`src/rtl/telemetry_tx_pkg.sv`:
```
// Shared constants and state encodings for the telemetry UART transmitter.
package telemetry_tx_pkg;

  localparam logic [7:0] TLM_HEADER    = 8'hA5;
  localparam int         TLM_FRAME_LEN = 5;

  typedef enum logic [1:0] {
    FR_IDLE = 2'd0,
    FR_LOAD = 2'd1,
    FR_SEND = 2'd2
  } framer_state_t;

  typedef enum logic [1:0] {
    SER_IDLE  = 2'd0,
    SER_START = 2'd1,
    SER_DATA  = 2'd2,
    SER_STOP  = 2'd3
  } ser_state_t;

  function automatic logic [7:0] tlm_checksum(input logic [7:0] a,
                                              input logic [7:0] b,
                                              input logic [7:0] c);
    return a ^ b ^ c;
  endfunction

endpackage

```
`src/rtl/uart_tx_byte.sv`:
```
// 8N1 byte serializer. A start request at the end of a stop bit chains the next
// byte with no idle time, so byte_done is combinational on the final stop cycle.
module uart_tx_byte
  import telemetry_tx_pkg::*;
#(
  parameter int CLKS_PER_BIT = 1667
) (
  input  logic       clk,
  input  logic       rst_n,
  input  logic       start,
  input  logic [7:0] data,
  output logic       Tx,
  output logic       byte_done,
  output logic       busy
);

  localparam int                CNT_W    = (CLKS_PER_BIT > 1) ? $clog2(CLKS_PER_BIT) : 1;
  localparam logic [CNT_W-1:0]  CNT_LAST = CNT_W'(CLKS_PER_BIT - 1);

  ser_state_t       state;
  logic [CNT_W-1:0] baud_cnt;
  logic [2:0]       bit_cnt;
  logic [7:0]       shreg;
  logic             bit_end;

  assign bit_end   = (baud_cnt == CNT_LAST);
  assign byte_done = (state == SER_STOP) && bit_end;
  assign busy      = (state != SER_IDLE);

  always_ff @(posedge clk or negedge rst_n) begin
    if (!rst_n) begin
      state    <= SER_IDLE;
      baud_cnt <= '0;
      bit_cnt  <= '0;
      shreg    <= '0;
      Tx       <= 1'b1;
    end else begin
      case (state)
        SER_IDLE: begin
          if (start) begin
            shreg    <= data;
            baud_cnt <= '0;
            Tx       <= 1'b0;
            state    <= SER_START;
          end
        end
        SER_START: begin
          if (bit_end) begin
            baud_cnt <= '0;
            bit_cnt  <= '0;
            Tx       <= shreg[0];
            state    <= SER_DATA;
          end else begin
            baud_cnt <= baud_cnt + 1'b1;
          end
        end
        SER_DATA: begin
          if (bit_end) begin
            baud_cnt <= '0;
            if (bit_cnt == 3'd7) begin
              Tx    <= 1'b1;
              state <= SER_STOP;
            end else begin
              // shreg[0] is on the line; shreg[1] is the next bit out
              bit_cnt <= bit_cnt + 3'd1;
              Tx      <= shreg[1];
              shreg   <= {1'b0, shreg[7:1]};
            end
          end else begin
            baud_cnt <= baud_cnt + 1'b1;
          end
        end
        SER_STOP: begin
          if (bit_end) begin
            baud_cnt <= '0;
            if (start) begin
              shreg <= data;
              Tx    <= 1'b0;
              state <= SER_START;
            end else begin
              state <= SER_IDLE;
            end
          end else begin
            baud_cnt <= baud_cnt + 1'b1;
          end
        end
        default: state <= SER_IDLE;
      endcase
    end
  end

endmodule

```
`src/rtl/telemetry_tx.sv`:
```
// Robot telemetry transmitter: periodic/on-demand 5-byte status frame over UART,
// payload snapshotted when the frame is accepted.
module telemetry_tx
  import telemetry_tx_pkg::*;
#(
  parameter int CLKS_PER_BIT  = 1667,
  parameter int REPORT_CYCLES = 1600000
) (
  input  logic       WF_CLK,
  input  logic       WF_BUTTON,
  input  logic       enable,
  input  logic       send,
  input  logic [5:0] bump,
  input  logic [7:0] left_spd,
  input  logic [7:0] right_spd,
  output logic       Tx,
  output logic       busy,
  output logic       frame_done
);

  localparam int               RPT_W    = (REPORT_CYCLES > 1) ? $clog2(REPORT_CYCLES) : 1;
  localparam logic [RPT_W-1:0] RPT_LAST = RPT_W'(REPORT_CYCLES - 1);
  localparam logic [2:0]       IDX_END  = 3'(TLM_FRAME_LEN);

  logic [RPT_W-1:0] rpt_cnt;
  logic             tick;
  logic             trigger;

  framer_state_t    fr_state;
  logic             pending;
  logic [2:0]       load_idx;
  logic [7:0]       snap_b1;
  logic [7:0]       snap_b2;
  logic [7:0]       snap_b3;
  logic [7:0]       snap_b4;

  logic             ser_start;
  logic [7:0]       ser_data;
  logic             ser_byte_done;
  logic             ser_busy;
  logic             last_done;

  assign tick    = enable && (rpt_cnt == RPT_LAST);
  assign trigger = tick || send;

  always_ff @(posedge WF_CLK or negedge WF_BUTTON) begin
    if (!WF_BUTTON) begin
      rpt_cnt <= '0;
    end else if (!enable || tick) begin
      rpt_cnt <= '0;
    end else begin
      rpt_cnt <= rpt_cnt + 1'b1;
    end
  end

  // load_idx names the next byte to hand over; it reaches IDX_END once the
  // checksum byte has been accepted, so the following byte_done ends the frame.
  assign ser_start = (fr_state == FR_SEND) && (load_idx < IDX_END) &&
                     (!ser_busy || ser_byte_done);
  assign last_done = (fr_state == FR_SEND) && ser_byte_done && (load_idx == IDX_END);

  always_comb begin
    ser_data = TLM_HEADER;
    case (load_idx)
      3'd1:    ser_data = snap_b1;
      3'd2:    ser_data = snap_b2;
      3'd3:    ser_data = snap_b3;
      3'd4:    ser_data = snap_b4;
      default: ser_data = TLM_HEADER;
    endcase
  end

  always_ff @(posedge WF_CLK or negedge WF_BUTTON) begin
    if (!WF_BUTTON) begin
      fr_state   <= FR_IDLE;
      pending    <= 1'b0;
      load_idx   <= '0;
      busy       <= 1'b0;
      frame_done <= 1'b0;
    end else begin
      frame_done <= 1'b0;
      case (fr_state)
        FR_IDLE: begin
          if (trigger || pending) begin
            fr_state <= FR_LOAD;
            busy     <= 1'b1;
            pending  <= 1'b0;
          end
        end
        FR_LOAD: begin
          fr_state <= FR_SEND;
          load_idx <= '0;
          if (trigger) pending <= 1'b1;
        end
        FR_SEND: begin
          if (ser_start) load_idx <= load_idx + 3'd1;
          if (last_done) begin
            frame_done <= 1'b1;
            pending    <= 1'b0;
            // a queued request rolls straight into the next frame
            if (pending || trigger) begin
              fr_state <= FR_LOAD;
            end else begin
              fr_state <= FR_IDLE;
              busy     <= 1'b0;
            end
          end else if (trigger) begin
            pending <= 1'b1;
          end
        end
        default: fr_state <= FR_IDLE;
      endcase
    end
  end

  always_ff @(posedge WF_CLK) begin
    if (fr_state == FR_LOAD) begin
      snap_b1 <= {2'b00, bump};
      snap_b2 <= left_spd;
      snap_b3 <= right_spd;
      snap_b4 <= tlm_checksum({2'b00, bump}, left_spd, right_spd);
    end
  end

  uart_tx_byte #(
    .CLKS_PER_BIT(CLKS_PER_BIT)
  ) u_ser (
    .clk      (WF_CLK),
    .rst_n    (WF_BUTTON),
    .start    (ser_start),
    .data     (ser_data),
    .Tx       (Tx),
    .byte_done(ser_byte_done),
    .busy     (ser_busy)
  );

endmodule

```
`config.mk`:
```
export PLATFORM = sky130hd
export DESIGN_NAME = telemetry_tx
export DESIGN_NICKNAME = d
export VERILOG_FILES = /design/src/rtl/telemetry_tx_pkg.sv /design/src/rtl/uart_tx_byte.sv /design/src/rtl/telemetry_tx.sv
export SDC_FILE = /design/constraint.sdc
export NUM_CORES = 1
export LEC_CHECK = 0
export ABC_AREA = 1
export CAP_MARGIN = 15
export CORE_MARGIN = 2
export CORE_UTILIZATION = 60
export DETAILED_ROUTE_END_ITERATION = 16
export PLACE_DENSITY = 0.77
export SLEW_MARGIN = 5
export SYNTH_ARGS = -nofsm -noshare
export SYNTH_HDL_FRONTEND = slang
export SYNTH_SLANG_ARGS = --single-unit
```
`constraint.sdc`:
```
create_clock -name WF_CLK -period 3.65 [get_ports WF_CLK]
set_input_delay 0.365 -clock WF_CLK [delete_from_list [all_inputs] [get_ports WF_CLK]]
set_output_delay 0.365 -clock WF_CLK [all_outputs]
set_load 0.005 [all_outputs]
```
# [Word level (Yosys, flattened, before mapping)]
# Index checks and enable logic that the tools add are counted.
[word_totals] ff_bits=84 in_bits=26 output_inout_bits=3
[op_classes] add_sub_neg=4 magnitude_cmp=1 eq_ne=23 mux=43 bitwise_logic=2 n_reduce_logical=29
[ops] operator="2-to-1 mux 8 bit" count=4
[ops] operator="case mux 8 bit (4 select lines)" count=1
[ops] operator="case mux 8 bit (3 select lines)" count=1
[ops] operator="2-to-1 mux 11 bit" count=2
[ops] operator="case mux 11 bit (2 select lines)" count=1
[ops] operator="adder 21 x 1 -> 21 bit (second input constant)" count=1
[ops] operator="equality test 21 bit (second input constant)" count=1
[ops] operator="2-to-1 mux 21 bit" count=1
[ops] operator="2-to-1 mux 1 bit" count=15
[ops] operator="2-to-1 mux 2 bit" count=7
[ops] operator="2-to-1 mux 3 bit" count=4
[ops] operator="inequality test 2 bit (second input constant)" count=6
[ops] operator="case mux 3 bit (2 select lines)" count=2
[ops] operator="AND reduction 4 bit" count=3
[ops] operator="adder 11 x 1 -> 11 bit (second input constant)" count=1
[ops] operator="equality test 11 bit (second input constant)" count=1
[ops] operator="equality test 3 bit (second input constant)" count=3
[ops] operator="inequality test 2 x 1 -> 1 bit (second input constant)" count=4
[ops] operator="case mux 2 bit (4 select lines)" count=1
[ops] operator="nonzero test 2 bit" count=4
[ops] operator="XOR 6 x 8 -> 8 bit" count=1
[ops] operator="XOR 8 bit" count=1
[ops] operator="adder 3 x 1 -> 3 bit (second input constant)" count=2
[ops] operator="equality test 2 bit (second input constant)" count=3
[ops] operator="other kinds (17)" count=32

# [Depth between registers and ports, before layout]
[depth] depth_word=7 mapped_depth=12 ltp_nobuf=12

# [Hierarchy]
# Synthesis repeated with hierarchy kept, for this count alone.
[unflattened] hier_cells=495 area_unflattened_um2=4494.3
[modules_own_cells] mod="telemetry_tx" n_inst=1 cells_each=295 area_per_inst_um2=2967.8 seq_area_each_um2=1626.6
[modules_own_cells] mod="uart_tx_byte" n_inst=1 cells_each=200 area_per_inst_um2=1526.5 seq_area_each_um2=626.9

# [Worst setup path before layout]
# OpenSTA, ideal clock, no wires.
[synth_path] path_type="register -> register" from="register fr_state[1]" to="register load_idx[0]" setup_ns=0.083 arrival_time_ns=1.892 path_slack_ns=1.676 path_stages_with_launch=7 cell_sequence="dfrtp_1 inv_1 ha_1 inv_1 o21ai_0 nand3_1 o21ai_0"
[synth_via] elab_chain_len=5 word_cells_on_any_way=8
[synth_rtl] item="start: declaration" line="telemetry_tx.sv:29" text="framer_state_t fr_state;"
[synth_rtl] item="start signal: assignment" line="telemetry_tx.sv:75" text="fr_state <= FR_IDLE;"
[synth_rtl] item="start signal: assignment" line="telemetry_tx.sv:85" text="fr_state <= FR_LOAD;"
[synth_rtl] item="start signal: assignment" line="telemetry_tx.sv:91" text="fr_state <= FR_SEND;"
[synth_rtl] item="equality test 2 bit" line="telemetry_tx.sv:58, telemetry_tx.sv:82"
[synth_rtl] item="logical AND 1 bit (2 in a row)" line="telemetry_tx.sv:58" text="assign ser_start = (fr_state == FR_SEND) && (load_idx < IDX_END) &&"
[synth_rtl] item="inequality test 2 bit (no line)"
[synth_rtl] item="AND reduction 2 bit (no line)"
[synth_rtl] item="end signal: assignment" line="telemetry_tx.sv:96" text="if (ser_start) load_idx <= load_idx + 3'd1;"
[synth_rtl] item="end: declaration" line="telemetry_tx.sv:31" text="logic [2:0] load_idx;"
# Several ways; a longest one is shown, not always the timed one.
# A chain may end at the register's enable or synchronous reset.

# [Worst setup path in the final report]
[layout_path] from="register u_ser.state[0]" to="register u_ser.state[0]"
[layout_via] elab_chain_len=7 word_cells_on_any_way=18
[layout_rtl] item="start: declaration" line="uart_tx_byte.sv:20" text="ser_state_t state;"
[layout_rtl] item="start signal: assignment" line="uart_tx_byte.sv:32" text="state <= SER_IDLE;"
[layout_rtl] item="start signal: assignment" line="uart_tx_byte.sv:44" text="state <= SER_START;"
[layout_rtl] item="start signal: assignment" line="uart_tx_byte.sv:52" text="state <= SER_DATA;"
[layout_rtl] item="equality test 2 bit or nonzero test 2 bit (tied branches)" line="uart_tx_byte.sv:27, uart_tx_byte.sv:38, uart_tx_byte.sv:28"
[layout_rtl] item="logical AND 1 bit or zero test 1 bit (tied branches)" line="uart_tx_byte.sv:27, telemetry_tx.sv:59"
[layout_rtl] item="logical OR 1 bit" line="telemetry_tx.sv:59" text="(!ser_busy || ser_byte_done);"
[layout_rtl] item="logical AND 1 bit" line="telemetry_tx.sv:58"
[layout_rtl] item="2-to-1 mux 1 bit" line="uart_tx_byte.sv:76" text="if (start) begin"
[layout_rtl] item="2-to-1 mux 2 bit" line="uart_tx_byte.sv:74" text="if (bit_end) begin"
[layout_rtl] item="case mux 2 bit (4 select lines)" line="uart_tx_byte.sv:38" text="case (state)"
# Several ways; a longest one is shown, not always the timed one. The select of a mux whose other input is x is not followed.

==> impl_metrics.yaml <==
synthesis:
  ys_seq_area_share_pct: 49.9
  synth-async-reset-ratio_pct: 64.3
  synth-edff-count: 30
  ys_warn_count: 0
  synthMostInstantiatedCell: "nand2_1"
  synth_adder_area_share_pct: 5.55
  postSynthNetCount: 555
  synthMuxAreaShare_pct: 0
  synth_top_cell_area_share_pct: 29.4
  synth_area_um2: 4510
  ys_types: 45
  synth_area_leaders: "dfrtp_1 (29%), edfxtp_1 (20%), nand2_1 (11%), ha_1 (5.5%), inv_1 (4.6%)"
  synth_area_per_cell_um2: 8.86
  synthSimpleGateAreaFrac_pct: 27.8
  synth-seq-cells: 84
  synth_cells: 509
  synthTopCellsByCount: "nand2_1 (136), inv_1 (55), dfrtp_1 (53)"
  synth_xor_xnor_area_share_pct: 4.27
  synth_compound_area_share_pct: 6.63
  synth_area_leader_cell: "dfrtp_1"
  synth_top_family_by_area: "simple AND/OR/NAND/NOR gates"
  ys.flop_type: "dfrtp_1"
routing:
  drt-vias-per-instance: 5.34
  ant_nets: 0
  vias: 3462
  first_iter_violations: 232
  first_pass_iters: 5
  avgRoutedWirePerCell_um: 13.3
  wirelength_mm: 8.60
  drc: 0
power_and_ir_drop:
  power_density_nw_per_um2: 329
  ir_worst_vdd_v: 0.000245
  clockPowerShare_pct: 36.9
  p_switching_mw: 0.396
  pwr-share-seq_pct: 58.8
  power_frac_comb_pct: 4.3
  leakage_nw: 2.22
  switching_share_pct: 23.7
  cellInternalPower_mw: 1.28
floorplan:
  die_area_um2: 8230
  io_pins: 29
  fp.dieH_um: 90.7
  start_util_pct: 62.2
  fp.coreArea_um2: 7250
  fp-row-count: 31
  die_w_um: 90.7
timing:
  period_share_pct: 54.6
  rsz0062_at_grt: "no"
  finalHoldViolations: 0
  tns_ps: 0
  fin_crit_ps: 1990
  setup-violations-final: 0
  fmax_ghz: 0.502
  tightest_slew_ps: 838
  slew-limit-headroom_pct: 44.2
  drv_slew: 0
  skew_ps: 8.68
run_status:
  status: "complete, no violations"
layout:
  final_core_util_pct: 70.0
  area_delta_synth_final_pct: 12.6
  regArea_um2: 2250
  multiInputGateArea_um2: 2000
  fin_nets: 590
  drive_above_1_share_pct: 8.93
  fillers: 560
  num_antenna_cells: 0
critical_path:
  cp_cell_sequence: "inv_1 > ha_1 > inv_1 > nor2_1 > inv_1 > nand3_1 > o21bai_1 > nand2_1"
  critPathLaunchType: "register"
  critical_path_class: "reg -> reg"
  arrival_ps: 2250
  endpoint_kind: "register"
  worstPathRequired_ps: 3910
  crit_path_frequent_cell: "inv_1"
  cp_max_fo: 12
  crit_slowest_cell: "dfrtp_1"
  cpPeakStageDelay_ps: 460
clock_tree:
  ctsResizeCount: 0
  numCtsBuffers: 9
  cts_tree: "done"
  clkLatencyLatePin_ps: 360
  holdBufCountCts: 0
  cts_sinks: 84
  root_buffer: "clkbuf_8"
  htree_levels: 3
  clockBufferDepth: 2
  cts_setup_buffers: 0
  clkTransAtPathRegs_ps: 90
global_route:
  gr-usage-all-layers_pct: 22.2
  grt-ovfl-total: 0
  grt_max_degree: 39
  grt_pass1_wl_mm: 14.7
  grt_pass1_vias: 3280
  antenna_found_initial: 0
placement:
  numPortBuffers: 28
  place_hpwl_mm: 6.36
  routabilityCongestion: 0.891
hold_path:
  hold_path_class: "in -> async"
job:
  cap_viol_max_count: 0
## final timing paths
check                                           start                         end  slack [ps]  cells after the start
max                        u_ser.state[0]$_DFFE_PN0P_  u_ser.state[0]$_DFFE_PN0P_        1660                      8
min                                         WF_BUTTON        rpt_cnt[9]$_DFF_PN0_         100                      1
max reg2reg                u_ser.state[0]$_DFFE_PN0P_  u_ser.state[0]$_DFFE_PN0P_        1660                      8
min reg2reg                      rpt_cnt[0]$_DFF_PN0_        rpt_cnt[0]$_DFF_PN0_         470                      1
max in group asynchronous                   WF_BUTTON        u_ser.Tx$_DFFE_PN1P_        2750                      2
min in group WF_CLK              rpt_cnt[0]$_DFF_PN0_        rpt_cnt[0]$_DFF_PN0_         470                      1
## layout make-up
cell class                      instances  area share [%]
Tap cell                               99            2.44
Clock inverter                          7            1.16
Multi-Input combinational cell        358            39.3
Timing Repair Buffer                   30            5.72
Sequential cell                        84            44.4
Clock buffer                            9            2.44
Inverter                               61            4.53
## cells by family (layout without fill, tap and decap cells)
logic type,count (synthesis),in the layout
simple gates,264,264
buf+inv,67,107
flops,84,84
xor+xnor,22,22
compound gates,52,52
fa+ha+maj,20,20
## stage by stage
step | setup WS, ps | instances | hold slack, ps | instance area, um2 | power (mW)
final | 1660 | 648 | 98.7 | 5080 | 1.67
after global routing | 1470 | 648 | 176 | 5080 | 1.74
after CTS | 1690 | 648 | 135 | 5080 | 1.69
after detailed placement | 1700 | 632 | 460 | 4900 | 1.08
after global placement | 1770 | 632 | 443 | 4900 | 1.07
after floorplan | 1680 | 509 | 69.4 | 4510 | 1.03
## worst max-delay path: cells and delay by family, from the launching register on
family                   cells  cell delay [ps]
buffers and inverters        3              470
flip-flops                   1              460
adder cells (fa/ha/maj)      1              420
AND/OR/NAND/NOR              3              390
AO/OA/AOI/OAI                1              150
## flip-flops by register name, summed over array words and instances (netlist names)
signal and cells:
busy 1, fr_state 2, frame_done 1, load_idx 3, pending 1, rpt_cnt 21, snap_b1 6, snap_b2 8
snap_b3 8, snap_b4 8, u_ser.Tx 1, u_ser.baud_cnt 11, u_ser.bit_cnt 3, u_ser.shreg 8, u_ser.state 2
## power groups by stage
stage | Sequential, mW | Clock, mW | Combinational [mW]
2_1_floorplan | 1.00 | 0 | 0.0248
3_3_place_gp | 1.00 | 0 | 0.0706
3_5_place_dp | 1.00 | 0 | 0.0734
5_1_grt | 0.984 | 0.673 | 0.0801
6_report | 0.983 | 0.618 | 0.0720
4_1_cts | 0.983 | 0.630 | 0.0737
## layer usage
layer | track usage (%) | wire length [um]
met1 | 29.7 | 4060
met2 | 36.8 | 4080
met3 | 3.67 | 344
met4 | 7.56 | 121
met5 | 0 | 0
## cells in the final DEF, fill, tap and decap left out, types with 3 or more instances in the layout
cell               n
inv_2              4
clkinv_4           3
o21ai_1            3
nor2_4             6
clkbuf_8           9
nor2_2             3
nand2_1          136
o21ai_0           16
nand3_1           32
nor3_2             3
edfxtp_1          30
ha_1              20
o22ai_1            6
clkdlybuf4s50_1   27
nor3_1            11
a21oi_1           15
nor2_1            38
nand3b_1           4
xnor2_1           14
nand4_1           15
nand2_2            4
dfrtp_1           53
nand3_2            3
inv_1             55
xor2_1             8
Power figures use the tool's default switching activity.
